<file path="src/rtl/systolic_pkg.sv">
// Shared definitions for the systolic-array result collector.
//   DefaultN / DefaultOutW : default matrix dimension and element width
//   bank_status_e          : per-bank fill status (empty, filling, full)
//   elem_lsb()             : bit offset of element (i,j) in a flattened N x N matrix
package systolic_pkg;

    localparam int unsigned DefaultN    = 3;
    localparam int unsigned DefaultOutW = 16;

    typedef enum logic [1:0] {
        BankEmpty   = 2'd0,
        BankFilling = 2'd1,
        BankFull    = 2'd2
    } bank_status_e;

    // Element (i,j) lives at [(i*n+j)*w +: w]; row i starts at elem_lsb(i, 0, n, w).
    function automatic int unsigned elem_lsb(input int unsigned i, input int unsigned j,
                                             input int unsigned n, input int unsigned w);
        return (i * n + j) * w;
    endfunction

endpackage

</file>
<file path="src/rtl/systolic_result_collector_if.sv">
// Bundle of the collector's beat input, matrix handshake and drop reporting.
//   valid_in, row_in   : beat stream from the systolic array
//   c_valid, c_ready   : matrix handshake to the consumer
//   c_matrix           : presented N x N matrix
//   overflow           : sticky dropped-beat flag
//   drop_count         : saturating dropped-beat count (only with COLLECTOR_DROP_CNT_EN)
// Modports: master = array/consumer side, slave = collector side.
interface systolic_result_collector_if #(
    parameter int unsigned N     = systolic_pkg::DefaultN,
    parameter int unsigned OUT_W = systolic_pkg::DefaultOutW
);
    logic                   valid_in;
    logic [N*OUT_W-1:0]     row_in;
    logic                   c_valid;
    logic                   c_ready;
    logic [N*N*OUT_W-1:0]   c_matrix;
    logic                   overflow;
`ifdef COLLECTOR_DROP_CNT_EN
    logic [7:0]             drop_count;

    modport master (
        output valid_in, row_in, c_ready,
        input  c_valid, c_matrix, overflow, drop_count
    );

    modport slave (
        input  valid_in, row_in, c_ready,
        output c_valid, c_matrix, overflow, drop_count
    );
`else
    modport master (
        output valid_in, row_in, c_ready,
        input  c_valid, c_matrix, overflow
    );

    modport slave (
        input  valid_in, row_in, c_ready,
        output c_valid, c_matrix, overflow
    );
`endif

endinterface

</file>
<file path="src/rtl/collector_bank.sv">
// One N x N result bank: row write port plus fill-status register.
//   clk, reset : clock, synchronous active-high reset (clears data and status)
//   we         : write row_data into row row_idx
//   row_idx    : row being written; writing row N-1 marks the bank full
//   row_data   : one row, element j at [j*OUT_W +: OUT_W]
//   rd_ack     : consumer took the matrix; bank returns to empty
//   status     : current fill status
//   data       : stored matrix, element (i,j) at [(i*N+j)*OUT_W +: OUT_W]
module collector_bank
    import systolic_pkg::*;
#(
    parameter int unsigned N     = DefaultN,
    parameter int unsigned OUT_W = DefaultOutW,
    parameter int unsigned RowW  = (N > 1) ? $clog2(N) : 1
) (
    input  logic                   clk,
    input  logic                   reset,
    input  logic                   we,
    input  logic [RowW-1:0]        row_idx,
    input  logic [N*OUT_W-1:0]     row_data,
    input  logic                   rd_ack,
    output bank_status_e           status,
    output logic [N*N*OUT_W-1:0]   data
);

    localparam int unsigned MatW = N * N * OUT_W;
    localparam int unsigned IdxW = $clog2(MatW);

    logic [MatW-1:0] mem_q, mem_d;
    bank_status_e    status_q, status_d;
    logic [IdxW-1:0] row_lsb;

    always_comb begin
        row_lsb = IdxW'(elem_lsb(32'(row_idx), 0, N, OUT_W));
        mem_d   = mem_q;
        if (we) begin
            mem_d[row_lsb +: N*OUT_W] = row_data;
        end
    end

    // The top never writes a full bank and only acks a full one, so the two are exclusive.
    always_comb begin
        status_d = status_q;
        if (we) begin
            status_d = (row_idx == RowW'(N - 1)) ? BankFull : BankFilling;
        end else if (rd_ack) begin
            status_d = BankEmpty;
        end
    end

    always_ff @(posedge clk) begin
        if (reset) begin
            mem_q    <= '0;
            status_q <= BankEmpty;
        end else begin
            mem_q    <= mem_d;
            status_q <= status_d;
        end
    end

    assign status = status_q;
    assign data   = mem_q;

endmodule

</file>
<file path="src/rtl/systolic_result_collector.sv">
// Collects the systolic array's row-per-beat results into N x N matrices and presents
// them to a consumer over valid/ready, using two ping-pong banks.
//   clk, reset : clock, synchronous active-high reset
//   bus        : slave side of systolic_result_collector_if (beats in, matrix out,
//                overflow flag, optional drop_count)
// Build option: define COLLECTOR_DROP_CNT_EN to add the 8-bit saturating drop counter.
module systolic_result_collector
    import systolic_pkg::*;
#(
    parameter int unsigned N     = DefaultN,
    parameter int unsigned OUT_W = DefaultOutW
) (
    input  logic                          clk,
    input  logic                          reset,
    systolic_result_collector_if.slave    bus
);

    localparam int unsigned RowW = (N > 1) ? $clog2(N) : 1;
    localparam int unsigned MatW = N * N * OUT_W;

    logic            wr_sel_q, wr_sel_d;
    logic            rd_sel_q, rd_sel_d;
    logic [RowW-1:0] row_cnt_q, row_cnt_d;
    logic            overflow_q, overflow_d;

    bank_status_e    bank_status [2];
    logic [MatW-1:0] bank_data   [2];
    logic [1:0]      bank_we;
    logic [1:0]      bank_ack;

    logic fill_full, beat_accept, beat_drop, c_valid_int, handshake, last_row;

    // All decisions use the status before the edge: a same-cycle handshake never
    // rescues a beat aimed at a full bank.
    always_comb begin
        fill_full   = (bank_status[wr_sel_q] == BankFull);
        beat_accept = bus.valid_in && !fill_full;
        beat_drop   = bus.valid_in && fill_full;
        c_valid_int = (bank_status[rd_sel_q] == BankFull);
        handshake   = c_valid_int && bus.c_ready;
        last_row    = (row_cnt_q == RowW'(N - 1));
    end

    for (genvar b = 0; b < 2; b++) begin : g_bank
        assign bank_we[b]  = beat_accept && (wr_sel_q == 1'(b));
        assign bank_ack[b] = handshake && (rd_sel_q == 1'(b));

        collector_bank #(
            .N     (N),
            .OUT_W (OUT_W),
            .RowW  (RowW)
        ) u_bank (
            .clk      (clk),
            .reset    (reset),
            .we       (bank_we[b]),
            .row_idx  (row_cnt_q),
            .row_data (bus.row_in),
            .rd_ack   (bank_ack[b]),
            .status   (bank_status[b]),
            .data     (bank_data[b])
        );
    end

    always_comb begin
        wr_sel_d   = wr_sel_q;
        rd_sel_d   = rd_sel_q;
        row_cnt_d  = row_cnt_q;
        overflow_d = overflow_q;
        if (beat_accept) begin
            if (last_row) begin
                row_cnt_d = '0;
                wr_sel_d  = ~wr_sel_q;
            end else begin
                row_cnt_d = row_cnt_q + 1'b1;
            end
        end
        if (handshake) begin
            rd_sel_d = ~rd_sel_q;
        end
        if (beat_drop) begin
            overflow_d = 1'b1;
        end
    end

    always_ff @(posedge clk) begin
        if (reset) begin
            wr_sel_q   <= 1'b0;
            rd_sel_q   <= 1'b0;
            row_cnt_q  <= '0;
            overflow_q <= 1'b0;
        end else begin
            wr_sel_q   <= wr_sel_d;
            rd_sel_q   <= rd_sel_d;
            row_cnt_q  <= row_cnt_d;
            overflow_q <= overflow_d;
        end
    end

`ifdef COLLECTOR_DROP_CNT_EN
    logic [7:0] drop_cnt_q, drop_cnt_d;

    always_comb begin
        drop_cnt_d = drop_cnt_q;
        if (beat_drop && (drop_cnt_q != 8'hFF)) begin
            drop_cnt_d = drop_cnt_q + 8'd1;
        end
    end

    always_ff @(posedge clk) begin
        if (reset) begin
            drop_cnt_q <= 8'd0;
        end else begin
            drop_cnt_q <= drop_cnt_d;
        end
    end

    assign bus.drop_count = drop_cnt_q;
`endif

    assign bus.c_valid  = c_valid_int;
    assign bus.c_matrix = bank_data[rd_sel_q];
    assign bus.overflow = overflow_q;

endmodule

</file>
<file path="src/flat_wrapper.sv">
// flat-port wrapper written by rule: the top's interface ports become plain ports
module systolic_result_collector_flat import systolic_pkg::*;
#(
    parameter int unsigned N     = DefaultN,
    parameter int unsigned OUT_W = DefaultOutW
)
  (clk, reset, bus_valid_in, bus_row_in, bus_c_ready, bus_c_valid, bus_c_matrix, bus_overflow);
  systolic_result_collector_if #(.N(N), .OUT_W(OUT_W)) bus_i ();
  input  logic clk;
  input  logic reset;
  input wire logic [$bits(bus_i.valid_in)-1:0] bus_valid_in;
  input wire logic [$bits(bus_i.row_in)-1:0] bus_row_in;
  input wire logic [$bits(bus_i.c_ready)-1:0] bus_c_ready;
  output wire logic [$bits(bus_i.c_valid)-1:0] bus_c_valid;
  output wire logic [$bits(bus_i.c_matrix)-1:0] bus_c_matrix;
  output wire logic [$bits(bus_i.overflow)-1:0] bus_overflow;
  assign bus_i.valid_in = bus_valid_in;
  assign bus_i.row_in = bus_row_in;
  assign bus_i.c_ready = bus_c_ready;
  assign bus_c_valid = bus_i.c_valid;
  assign bus_c_matrix = bus_i.c_matrix;
  assign bus_overflow = bus_i.overflow;
  systolic_result_collector #(.N(N), .OUT_W(OUT_W)) u_core (.clk(clk), .reset(reset), .bus(bus_i));
endmodule
</file>
<file path="config.mk">
export PLATFORM = sky130hd
export DESIGN_NAME = systolic_result_collector_flat
export DESIGN_NICKNAME = d
export VERILOG_FILES = /design/src/rtl/systolic_pkg.sv /design/src/rtl/systolic_result_collector_if.sv /design/src/rtl/collector_bank.sv /design/src/rtl/systolic_result_collector.sv /design/src/flat_wrapper.sv
export SDC_FILE = /design/constraint.sdc
export NUM_CORES = 1
export LEC_CHECK = 0
export BUFFER_PORTS_ARGS = -buffer_cell sky130_fd_sc_hd__buf_2
export CAP_MARGIN = 40
export CORE_MARGIN = 3
export CORE_UTILIZATION = 25
export CTS_BUF_LIST = sky130_fd_sc_hd__clkbuf_8
export CTS_CLUSTER_SIZE = 10
export DETAILED_ROUTE_END_ITERATION = 12
export GPL_ROUTABILITY_DRIVEN = 0
export HOLD_SLACK_MARGIN = 0.02
export PLACE_DENSITY = 0.45
export SETUP_SLACK_MARGIN = 0.4
export SLEW_MARGIN = 5
export SYNTH_ARGS = -nofsm -noshare
export SYNTH_HDL_FRONTEND = slang
export SYNTH_HIERARCHICAL = 1
export SYNTH_SLANG_ARGS = --single-unit
export TNS_END_PERCENT = 1
</file>
<file path="constraint.sdc">
create_clock -name clk -period 3.67 [get_ports clk]
set_input_delay 0.734 -clock clk [delete_from_list [all_inputs] [get_ports clk]]
set_output_delay 0.734 -clock clk [all_outputs]
set_load 0.01 [all_outputs]
</file>
* After elaboration in Yosys (flattened, before gate mapping)
Index checks and enable logic that the tools add are counted.
Widths: inputs -> output; s select.
** Operators by class
- Add/subtract/negate cells :: 2
- Multipliers :: 1
- Magnitude comparators :: 2
- Equal/unequal tests :: 3
- Shift-type cells :: 2
- Multiplexer cells :: 17
- Bitwise operators :: 4
- Reductions and logical operators :: 11
** Operators with widths (count)
- $mux 144 :: 3
- $bwmux 144 :: 2
- $shift 48x10->144 const A :: 1
- $shiftx 48x10->144 :: 1
- $mux 2 :: 12
- $neg 8->10 :: 1
- $logic_and 1x1->1 :: 7
- $eq 2x2->1 const B :: 3
- $ge 2x2->1 const B :: 2
- $mul 2x2->4 const B :: 1
- $not 1->2 :: 2
- $reduce_bool 2->1 :: 2
- $add 2x1->2 const B :: 1
- $not 1->1 :: 2
- $reduce_and 2->1 :: 1
- $logic_not 1->1 :: 1
** Storage, ports and cells
- Flip-flop bits (word level) :: 297
- Input port bits :: 52
- Output and inout bits :: 146
- Logic and storage cells :: 50

* Longest topological paths before layout
Gate-level depths: netlist of the first run.
- Depth after elaboration :: 9
- Gate-level depth with buffers :: 12
- Mapped depth without buffers :: 6

* Modules after synthesis
Netlist of the first run, hierarchy kept.
** By module, submodules not included
- collector_bank at u_core.g_bank[0].u_bank :: instances 1, cells an instance 631, area each 6099.6 um2, seq. area each 2922.8 um2
- collector_bank at u_core.g_bank[1].u_bank :: instances 1, cells an instance 594, area each 5753.0 um2, seq. area each 2922.8 um2
- systolic_result_collector :: instances 1, cells an instance 196, area each 2023.2 um2, seq. area each 100.1 um2

* Worst setup path before layout of the first run
Ideal clock, no wire load.
- Kind :: register to register
- Start point :: register u_core.row_cnt_q[0]
- End point :: register u_core.g_bank[1].u_bank.mem_q[58]
- Library setup time :: 128 ps
- Data arrival time :: 2758 ps
- Data required time :: 3542 ps
- Slack :: 784 ps
- Cell stages (with the launch flop) :: 11
- Path buffers :: 5
- Period minus slack after synthesis :: 2886 ps
- Cells stage by stage :: dfxtp_1 -> buf_6 -> buf_6 -> clkinv_1 -> buf_2 -> ha_1 -> clkbuf_2 -> clkbuf_2 -> and4bb_2 -> a221oi_1 -> o21ai_1
** On the way
- Longest elaborated chain between the ends :: 4
- Elaborated cells on any way between the ends :: 5
- Classes of those cells :: 1 x add/sub; 1 x mul; 2 x shift; 1 x mux
** Ends and longest elaborated chain
- start: declaration :: RTL line systolic_result_collector.sv:23 : logic [RowW-1:0] row_cnt_q, row_cnt_d;
- start signal: assignment :: RTL line systolic_result_collector.sv:94 : row_cnt_q <= row_cnt_d;
- $mul 2x2->4 * :: RTL line systolic_pkg.sv:19 : return (i * n + j) * w;
- $neg 8->10 * :: RTL line collector_bank.sv:37 : mem_d[row_lsb +: N*OUT_W] = row_data;
- $shiftx 48x10->144 / $shift 48x10->144 (equally long branches) :: RTL line collector_bank.sv:37
- $bwmux 144 * :: RTL line collector_bank.sv:37
- end signal: assignment :: RTL line collector_bank.sv:56 : mem_q <= mem_d;
- end: declaration :: RTL line collector_bank.sv:29 : logic [MatW-1:0] mem_q, mem_d;
Every way passes the cells marked *; elsewhere a longest branch is shown, timed or not.
A chain may end at the register's enable or synchronous reset.

* Worst setup path in the final report of the first run
- Start point :: register u_core.row_cnt_q[0]
- End point :: register u_core.g_bank[0].u_bank.mem_q[14]
** On the way
- Longest elaborated chain between the ends :: 4
- Elaborated cells on any way between the ends :: 5
- Classes of those cells :: 1 x add/sub; 1 x mul; 2 x shift; 1 x mux
** Ends and longest elaborated chain (RTL line)
- $mul 2x2->4 * :: systolic_pkg.sv:19
- $neg 8->10 * :: collector_bank.sv:37
- $shiftx 48x10->144 / $shift 48x10->144 (equally long branches) :: collector_bank.sv:37
- $bwmux 144 * :: collector_bank.sv:37
- end signal: assignment :: collector_bank.sv:56
- end: declaration :: collector_bank.sv:29
Marked as above.

==> metrics.txt, run 1 <==
TritonCTS clock tree yes; crit path launch type flop; area share of the largest cell type after synthesis 0.428; post-synthesis async set-or-reset flop share 0; Yosys cell types between 50 and 60; CTS max path bufs 3; fin cells 2352; CP endpoint u_core/g_bank[0].u_bank/data[14]; number of synthesized flops with an enable pin 0; Final period util 0.838; nets@finish ~1600; reg-to-reg startpoint u_core/row_cnt_q[0]; drt drc 0; Initial Util 0.255; Hold/Removal Path Class primary input to flop; RSZ-0062 raised after global routing false; Final Power 7480 uW; first-iteration detailed-routing DRC count 928; Total GRT Usage 0.193; wire per inst 25.0 um; Gates resized, CTS repair 0; dominant cell type by area after synthesis dfxtp_1; Syn Std Cell Area 13900 um2; number of I/O pins between 150 and 200; Final ANT Viol Nets 0; relative slew slack 0.380; Synth area leaders dfxtp_1 (43%), mux2_2 (12%), a22o_1 (5.4%), a32oi_1 (4.0%), nand2_1 (3.7%); most common cell in the synthesized netlist dfxtp_1; Final Max Tran Viols 0; data arrival time of the worst path ~3.7 ns; Data required, critical path between 4 and 5 ns; overall routed net length around 59000 um; Net Count, Synth between 1000 and 1500; Critical Path Source u_core/row_cnt_q[0]; Syn Area/Cell approximately 9.8 um2; slowest cell on the critical path ha_4; leakage around 0.0066 uW; first-pass GRT wire length between 80000 and 90000 um; status finished, final reports clean; clk sinks 297; fin crit period ~3.1 ns; Post-Route Setup TNS 0 ns; Hold Violations, Final 0; Pwr Density approximately 450 nW/um2; Post-CTS Setup Bufs 0; CP Capture Type flop; Chip Height between 200 and 250 um; Post-Place Cells about 2300; GRT Residual Overflow 0; via count around 12000; Synth Flop Type dfxtp_1; slowest stage delay, CP between 0.7 and 0.8 ns; CP Max Fanout 69; Worst-path clk slew roughly 0.070 ns; die width 242 um; R2R Path End u_core/g_bank[0].u_bank/data[14]; synthesized netlist cell count between 1000 and 1500; Final WS setup 0.595 ns; sequential area share after synthesis 0.428; largest net degree at the start of global routing slightly above 90; peak supply drop approximately 0.00028 V; Crit Path Class flop to flop; initial antenna violation count 4; worst-skew pair later-pin latency between 0.6 and 0.7 ns; hpwl dp approximately 39000 um; port bufs 197; CP cell instances inv_1 -> ha_4 -> buf_4 -> mux2i_1 -> o2bb2ai_1 -> a22o_1; r2r setup slk approximately 0.59 ns; Num CTS Buffers 53; Row Count 85; routed vias/inst ~5.2; share of layout cells above drive strength 1 0.307; root buffer cell clkbuf_8; core area roughly 54000 um2; full die area a little under 60000 um2; Hold Buf Count CTS 0; synth cell count leaders dfxtp_1 (297), mux2_2 (145), nand2_1 (136); Yosys reg bits 297; Max Freq roughly 0.33 GHz; vias in the first global route around 12000; dpl ws 0.636 ns; Layout area overhead 19.5%; Pre-antenna DRT Iters 8; Setup Skew about 0.031 ns; R2R cell count 6; Max-Cap Viols 0; setup violators final 0; H-Tree Depth 2; YS warnings 6; worst slew pin tran between 0.9 and 1 ns
worst min path at each step:
stage | from | end | slack [ns] | cells after the start
2_1_floorplan | u_core/g_bank[1].u_bank/data[112] | u_core/g_bank[1].u_bank/data[112] | 0.42 | 2
3_3_place_gp | u_core/g_bank[1].u_bank/data[57] | u_core/g_bank[1].u_bank/data[57] | 0.43 | 2
3_5_place_dp | u_core/g_bank[1].u_bank/data[126] | u_core/g_bank[1].u_bank/data[126] | 0.44 | 2
4_1_cts | bus_valid_in | u_core/row_cnt_q[0] | 0.38 | 3
5_1_grt | bus_valid_in | u_core/row_cnt_q[0] | 0.42 | 3
6_report | bus_valid_in | u_core/row_cnt_q[1] | 0.44 | 3
through the flow:
step	hold WS, ns	utilization	instance area [um2]
final	0.437	0.305	16600
after global routing	0.418	0.305	16600
after detailed placement	0.436	0.285	15500
after CTS	0.384	0.305	16600
after global placement	0.428	0.285	15500
after floorplan	0.420	-	13900
cells in the final DEF, fill, tap and decap left out, types with 9 or more instances in the layout:
cell type / Yosys / final
a32oi_1: 63 / 63
buf_2: 46 / 196
a221oi_1: 30 / 30
o21ai_1: 32 / 32
clkbuf_8: 0 / 66
nand2_1: 136 / 136
nand4_1: 17 / 17
o2bb2ai_1: 30 / 30
nor2_1: 88 / 88
and4bb_2: 14 / 14
a21oi_1: 77 / 73
dfxtp_1: 297 / 295
nand3_1: 34 / 34
inv_1: 8 / 27
or4b_1: 16 / 16
and3b_1: 18 / 18
a211oi_1: 16 / 16
mux2_2: 145 / 145
and3_1: 17 / 17
nor4bb_1: 16 / 16
o21ai_0: 33 / 33
nor3_1: 18 / 18
buf_4: 23 / 37
a22o_1: 85 / 85
ha_1: 10 / 9
mux2i_1: 34 / 34
cell type report:
type / instances / area (um2)
Clock inverter: 26 / 163
Tap cell: 739 / 925
Clock buffer: 66 / 908
Multi-Input combinational cell: 974 / 7210
Inverter: 9 / 33.8
Timing Repair Buffer: 240 / 1390
Sequential cell: 297 / 5950
Fill cell: 5704 / 37800
Antenna cell: 1 / 2.50
where the power goes:
part | switching, uW | leakage, uW | internal (uW)
logic | 674 | 0.00354 | 303
clock network | 1440 | 0.000626 | 1750
registers | 43.6 | 0.00240 | 3270
total | 2150 | 0.00657 | 5320
metal layers:
layer,vias up,GRT usage,part of all wire
met1,6027,0.269,0.46
met4,4,0.0783,0.038
met3,114,0.0333,0.060
met2,513,0.294,0.44
li1,5645,-,-
met5,-,0,0.00037
registers in the layout, summed over array words and instances, names as in the netlist:
signal	count
u_core/g_bank.u_bank/data	288
u_core/g_bank.u_bank/status	4
u_core/row_cnt_q	2
u_core/bus.overflow	1
u_core/rd_sel_q	1
u_core/wr_sel_q	1
kinds of logic (layout without fill, tap and decap cells):
group                      after synthesis  count (layout)  synth area share
AOI/OAI and AO/OA                      370             370             0.193
buffers and inverters                  150             341            0.0539
other                                    0               1                 0
DFF                                    297             297             0.428
muxes                                  179             179             0.142
adders and majority gates               10              10           0.00902
and+or+nand+nor                        415             415             0.173
critical path: cells and delay by family (launching register included):
family | cells | cell delay, ns
muxes | 1 | 0.12
buffers and inverters | 2 | 0.72
DFF | 1 | 0.65
AOI/OAI and AO/OA | 2 | 0.71
adders and majority gates | 1 | 0.78
Note: power is estimated with default switching activity, not from simulation.
==> run 2, diff against run 1 <==
--- a/config.mk
+++ b/config.mk
@@ -14,7 +14,7 @@
 export DETAILED_ROUTE_END_ITERATION = 12
 export GPL_ROUTABILITY_DRIVEN = 0
 export HOLD_SLACK_MARGIN = 0.02
-export PLACE_DENSITY = 0.45
+export PLACE_DENSITY = 0.47
 export SETUP_SLACK_MARGIN = 0.4
 export SLEW_MARGIN = 5
 export SYNTH_ARGS = -nofsm -noshare
==> constraint.sdc (replaced) <==
create_clock -name clk -period 2.5 [get_ports clk]
set_input_delay 0.5 -clock clk [delete_from_list [all_inputs] [get_ports clk]]
set_output_delay 0.5 -clock clk [all_outputs]
set_load 0.01 [all_outputs]
==> run 2 against run 1 <==
  * Power rose by 49%
  * Cell count is 2.0% higher
  * Sequential power up 46%
  * First-iteration DRC count grew 28%
  * Global-route usage barely moved
  * Worst setup slack got worse by 0.49 ns
  * Cell area grew 6.6%
  * Clock power up 47%
  * Combinational power grew 64%
  * Wire length grew 2.0%
  * Highest routed layer is now met4
==> metrics.txt, run 2 (synthesized netlist as in run 1, its figures left out) <==
status finished, final reports clean; Final Max Tran Viols 0; relative slew slack 0.504; slowest stage delay, CP about 0.42 ns; share of layout cells above drive strength 1 0.343; number of I/O pins slightly below 200; CTS max path bufs 3; leakage roughly 0.007 uW; Initial Util 0.255; crit path launch type flop; fin crit period 2.40 ns; data arrival time of the worst path 1.90 ns; Final Instance Area 17700 um2; RSZ-0062 raised after global routing true; WP buf/inv 3; most common cell after layout, fill and taps aside dfxtp_1; TritonCTS clock tree yes; Final ANT Viol Nets 0; Area after DPL between 15000 and 20000 um2; CP Max Fanout 8; Final period util 0.958; port bufs 197; Hold/Removal Path Class primary input to flop; Max Freq about 0.42 GHz; Largest register FFs ~290; Hold Violations, Final 0; most frequent cells in the layout dfxtp_1 (295), buf_2 (177), nand2_1 (135), mux2_2 (92), nor2_1 (87); first-iteration detailed-routing DRC count ~1200; WHS Path Cells 3; largest net degree at the start of global routing approximately 80; overall routed net length ~60000 um; vias in the first global route roughly 12000; Num CTS Buffers 53; Final Power between 10000 and 15000 uW; core area 54300 um2; wire per inst approximately 25 um; worst hold slack ~0.17 ns; die width 242 um; fin cells 2398; GRT Residual Overflow 0; worst slew pin tran roughly 0.74 ns; Pre-antenna DRT Iters 5; nets@finish roughly 1700; CP Capture Type primary output; Layout area overhead 27.4%; full die area 58400 um2; peak supply drop about 0.00032 V; via count 12642; initial antenna violation count 1; routed vias/inst around 5.3; clk sinks ~300; CP delay by family, top buffers and inverters; fillers ~5600; Hold Buf Count CTS 0; hpwl dp just under 40000 um; Worst path depth 4; Max-Cap Viols 0; drt drc 0; Data required, critical path ~2 ns; Row Count 85; Total GRT Usage 0.193; Worst-path clk slew ~0.06 ns; Post-Route Setup TNS 0 ns; first-pass GRT wire length roughly 85000 um; setup violators final 0; CP cell instances buf_12 -> clkbuf_16 -> mux2_4 -> buf_6; Setup Skew about 0.024 ns; H-Tree Depth 2; Chip Height 242 um; root buffer cell clkbuf_8; R2R cell count 5; Pwr Density between 600 and 700 nW/um2; Post-Place Cells between 2000 and 2500; Crit Path Class flop to primary output; slowest cell on the critical path dfxtp_4; worst-skew pair later-pin latency around 0.64 ns
-- run 2: changes by cell type in the layout (fill, tap and decap cells not counted), moves of 6 or more --
cell       previous run  this run
mux2_2              145        92
mux2_4                0        53
buf_4                37        64
buf_2               196       177
buf_6                 1        18
a221oi_1             30        20
a221oi_2              0        10
clkbuf_16             0         9
buf_16                0         7
clkbuf_8             66        72
-- run 2: cell type report --
cell class | instances | area [um2] | share of cell area
inverter | 9 | 46.3 | 0.00262
clock inverter | 23 | 101 | 0.00573
tap | 739 | 925 | 0.0523
clock buffer | 72 | 991 | 0.0561
multi-input combinational | 974 | 7520 | 0.425
timing repair buffer | 283 | 2140 | 0.121
sequential | 297 | 5950 | 0.337
antenna | 1 | 2.50 | 0.000142
-- run 2: per-layer routing --
| metal | part of all wire | up-vias | track usage |
|---|---|---|---|
| li1 | - | 5751 | - |
| met1 | 0.44 | 6245 | 0.260 |
| met2 | 0.45 | 536 | 0.304 |
| met3 | 0.068 | 110 | 0.0360 |
| met4 | 0.034 | 0 | 0.0795 |
| met5 | 0 | - | 0 |
-- run 2: path summary, 6_finish.rpt --
kind	start	end	slack, ns
worst max-delay path	u_core/rd_sel_q	bus_c_matrix[47]	0.10
worst min-delay path	bus_valid_in	u_core/row_cnt_q[0]	0.17
worst max register to register	u_core/row_cnt_q[0]	u_core/g_bank[1].u_bank/data[67]	0.11
worst min register to register	u_core/bus.overflow	u_core/bus.overflow	0.45
-- run 2: timing repair --
action / 4_1_cts / 5_1_grt
setup endpoints to repair: 411 / 432
cloned: 4 / 10
gates resized for setup: 13 / 82
buffers inserted: 5 / 0
-- run 2: power by group --
group	switching [uW]	internal, uW
clock	2110	2550
sequential	51.8	4800
combinational	1050	549
total	3210	7910
-- run 2: worst register-to-register path: stages, from the launching register on --
cell	delay (ns)
dfxtp_4	0.51
clkinv_8	0.17
ha_2	0.34
or3b_2	0.74
nor2_1	0.40
a22o_1	0.18
-- run 2: per-stage QoR --
| step | setup slack (ns) | utilization |
|---|---|---|
| CTS | 0.0112 | 0.315 |
| global placement | 0.0859 | 0.291 |
| global route | 0.0618 | 0.325 |
| detailed placement | 0.0622 | 0.291 |
| floorplan | 0.341 | - |
| finish | 0.104 | 0.325 |
==> run 3, diff against run 2 <==
--- a/config.mk
+++ b/config.mk
@@ -14,7 +14,7 @@
 export DETAILED_ROUTE_END_ITERATION = 12
 export GPL_ROUTABILITY_DRIVEN = 0
 export HOLD_SLACK_MARGIN = 0.02
-export PLACE_DENSITY = 0.47
+export PLACE_DENSITY_LB_ADDON = 0.12
 export SETUP_SLACK_MARGIN = 0.4
 export SLEW_MARGIN = 5
 export SYNTH_ARGS = -nofsm -noshare
==> run 3 against run 2 <==
  * Combinational power about the same
  * Core utilization down 0.85 points
  * Clock-buffer cell count down 4
  * Worst setup slack worse by 0.032 ns
  * Fmax down 1.3%
  * Register-to-register slack better by 0.02 ns
  * Sequential share of layout area up 0.90 points
  * Via count down 1.5%
  * Global-route usage up 1.1 points
  * Critical endpoint is now bus_c_matrix[94]
  * Largest cell class unchanged
==> metrics.txt, run 3 (synthesized netlist as in run 1, its figures left out) <==
most frequent cells in the layout dfxtp_1 (295), buf_2 (196), mux2_2 (143), nand2_1 (136), nor2_1 (87); CP Capture Type primary output; setup violators final 0; met2 wire length ~29000 um; Layout area overhead 24.1%; Final ANT Viol Nets 0; Max-Cap Viols 0; r2r setup slk about 0.13 ns; Row Count between 80 and 90; overall routed net length 61900 um; first-iteration detailed-routing DRC count 853; first-pass GRT wire length roughly 90000 um; routed vias/inst roughly 5.2; Post-Route Setup TNS 0 ns; Largest register FFs roughly 290; die width ~240 um; vias in the first global route roughly 13000; root buffer cell clkbuf_8; Num CTS Buffers 55; Final period util 0.971; full die area around 58000 um2; TritonCTS clock tree yes; Data required, critical path 2.00 ns; peak supply drop 0.000370 V; nets@finish between 1500 and 2000; port bufs just under 200; Hold/Removal Path Class primary input to flop; Hold Buf Count CTS 0; H-Tree Depth 2; Worst-path clk slew approximately 0.060 ns; core area 54300 um2; routed wl met3 approximately 3600 um; top sig layer met4; multi-input combinational cell area about 7300 um2; number of I/O pins 198; Crit Path Class flop to primary output; largest net degree at the start of global routing 90; initial antenna violation count 3; via count 12458; hpwl dp about 40000 um; reg-to-reg startpoint u_core/row_cnt_q[1]; Total GRT Usage 0.205; leakage between 0.006 and 0.007 uW; fillers approximately 5700; relative slew slack 0.456; drt drc 0; Seq. cell area about 6000 um2; most common cell after layout, fill and taps aside dfxtp_1; worst slew pin tran 0.815 ns; data arrival time of the worst path between 1.5 and 2 ns; Chip Height between 200 and 250 um; Setup Skew about 0.016 ns; Hold EP u_core/row_cnt_q[0]; Final Max Tran Viols 0; Area after DPL roughly 16000 um2; fin crit period around 2.4 ns; clk sinks between 200 and 300; CTS max path bufs 3; crit path launch type flop; GRT Residual Overflow 0; worst-skew pair later-pin latency roughly 0.64 ns; Pre-antenna DRT Iters 5; Pwr Density between 600 and 700 nW/um2; status finished, final reports clean; wire per inst between 20 and 30 um; CP Max Fanout 18; hold path start bus_valid_in; Metal-1 WL around 28000 um; Final Instance Area 17200 um2; share of layout cells above drive strength 1 0.336; WHS Path Cells 3; Max Freq ~0.4 GHz; RSZ-0062 raised after global routing true; R2R cell count 6; Initial Util 0.255; Hold Violations, Final 0; R2R Path End u_core/g_bank[1].u_bank/data[48]
run 3: worst max-delay path by stage:
stage	startpoint	end	slack, ns	depth (start not counted)
3_3_place_gp	u_core/row_cnt_q[1]	u_core/g_bank[0].u_bank/data[48]	0.04	5
6_report	u_core/rd_sel_q	bus_c_matrix[94]	0.07	4
4_1_cts	u_core/rd_sel_q	bus_c_matrix[0]	0.02	4
5_1_grt	u_core/rd_sel_q	bus_c_matrix[68]	0.004	4
3_5_place_dp	u_core/row_cnt_q[1]	u_core/g_bank[1].u_bank/data[48]	0.12	6
2_1_floorplan	u_core/row_cnt_q[0]	u_core/g_bank[0].u_bank/data[22]	0.34	9
run 3: power breakdown:
part / switching (uW) / leakage, uW / internal, uW
registers: 47.9 / 0.00240 / 4800
clock network: 2120 / 0.000615 / 2420
logic: 1070 / 0.00383 / 520
total: 3240 / 0.00684 / 7750
run 3: critical path: stages, from the launching register on:
cell     delay (ns)
dfxtp_4        0.37
buf_12         0.18
buf_16         0.19
mux2_2         0.40
buf_2          0.15
run 3: timing repair:
action                     CTS  global route
cloned                       7             2
buffers inserted             3             0
resized for setup           11             2
setup endpoints to repair  305           431
run 3: final cells by class:
class,count,area share
multi-input cells,974,0.425
flip-flops and latches,297,0.346
repair buffers,277,0.112
clock buffers,68,0.0544
well taps,739,0.0537
clock inverters,26,0.00632
inverters,9,0.00269
diodes,2,0.000291
run 3: routing by layer:
metal  up-vias  global-route usage
li1       5743                   -
met1      6176               0.278
met2       458               0.331
met3        81              0.0363
met4         0              0.0619
met5         -                   0
run 3: through the flow:
stage / hold slack [ns] / utilization / total power (uW) / worst slack [ns] / instances
2_1_floorplan: 0.420 / - / 5830 / 0.341 / 1421
3_3_place_gp: 0.428 / 0.291 / 6490 / 0.0424 / 2280
5_1_grt: 0.171 / 0.317 / 11400 / 0.00422 / 2391
4_1_cts: 0.140 / 0.316 / 11100 / 0.0187 / 2388
3_5_place_dp: 0.436 / 0.292 / 6510 / 0.123 / 2284
6_report: 0.190 / 0.317 / 11000 / 0.0719 / 2392
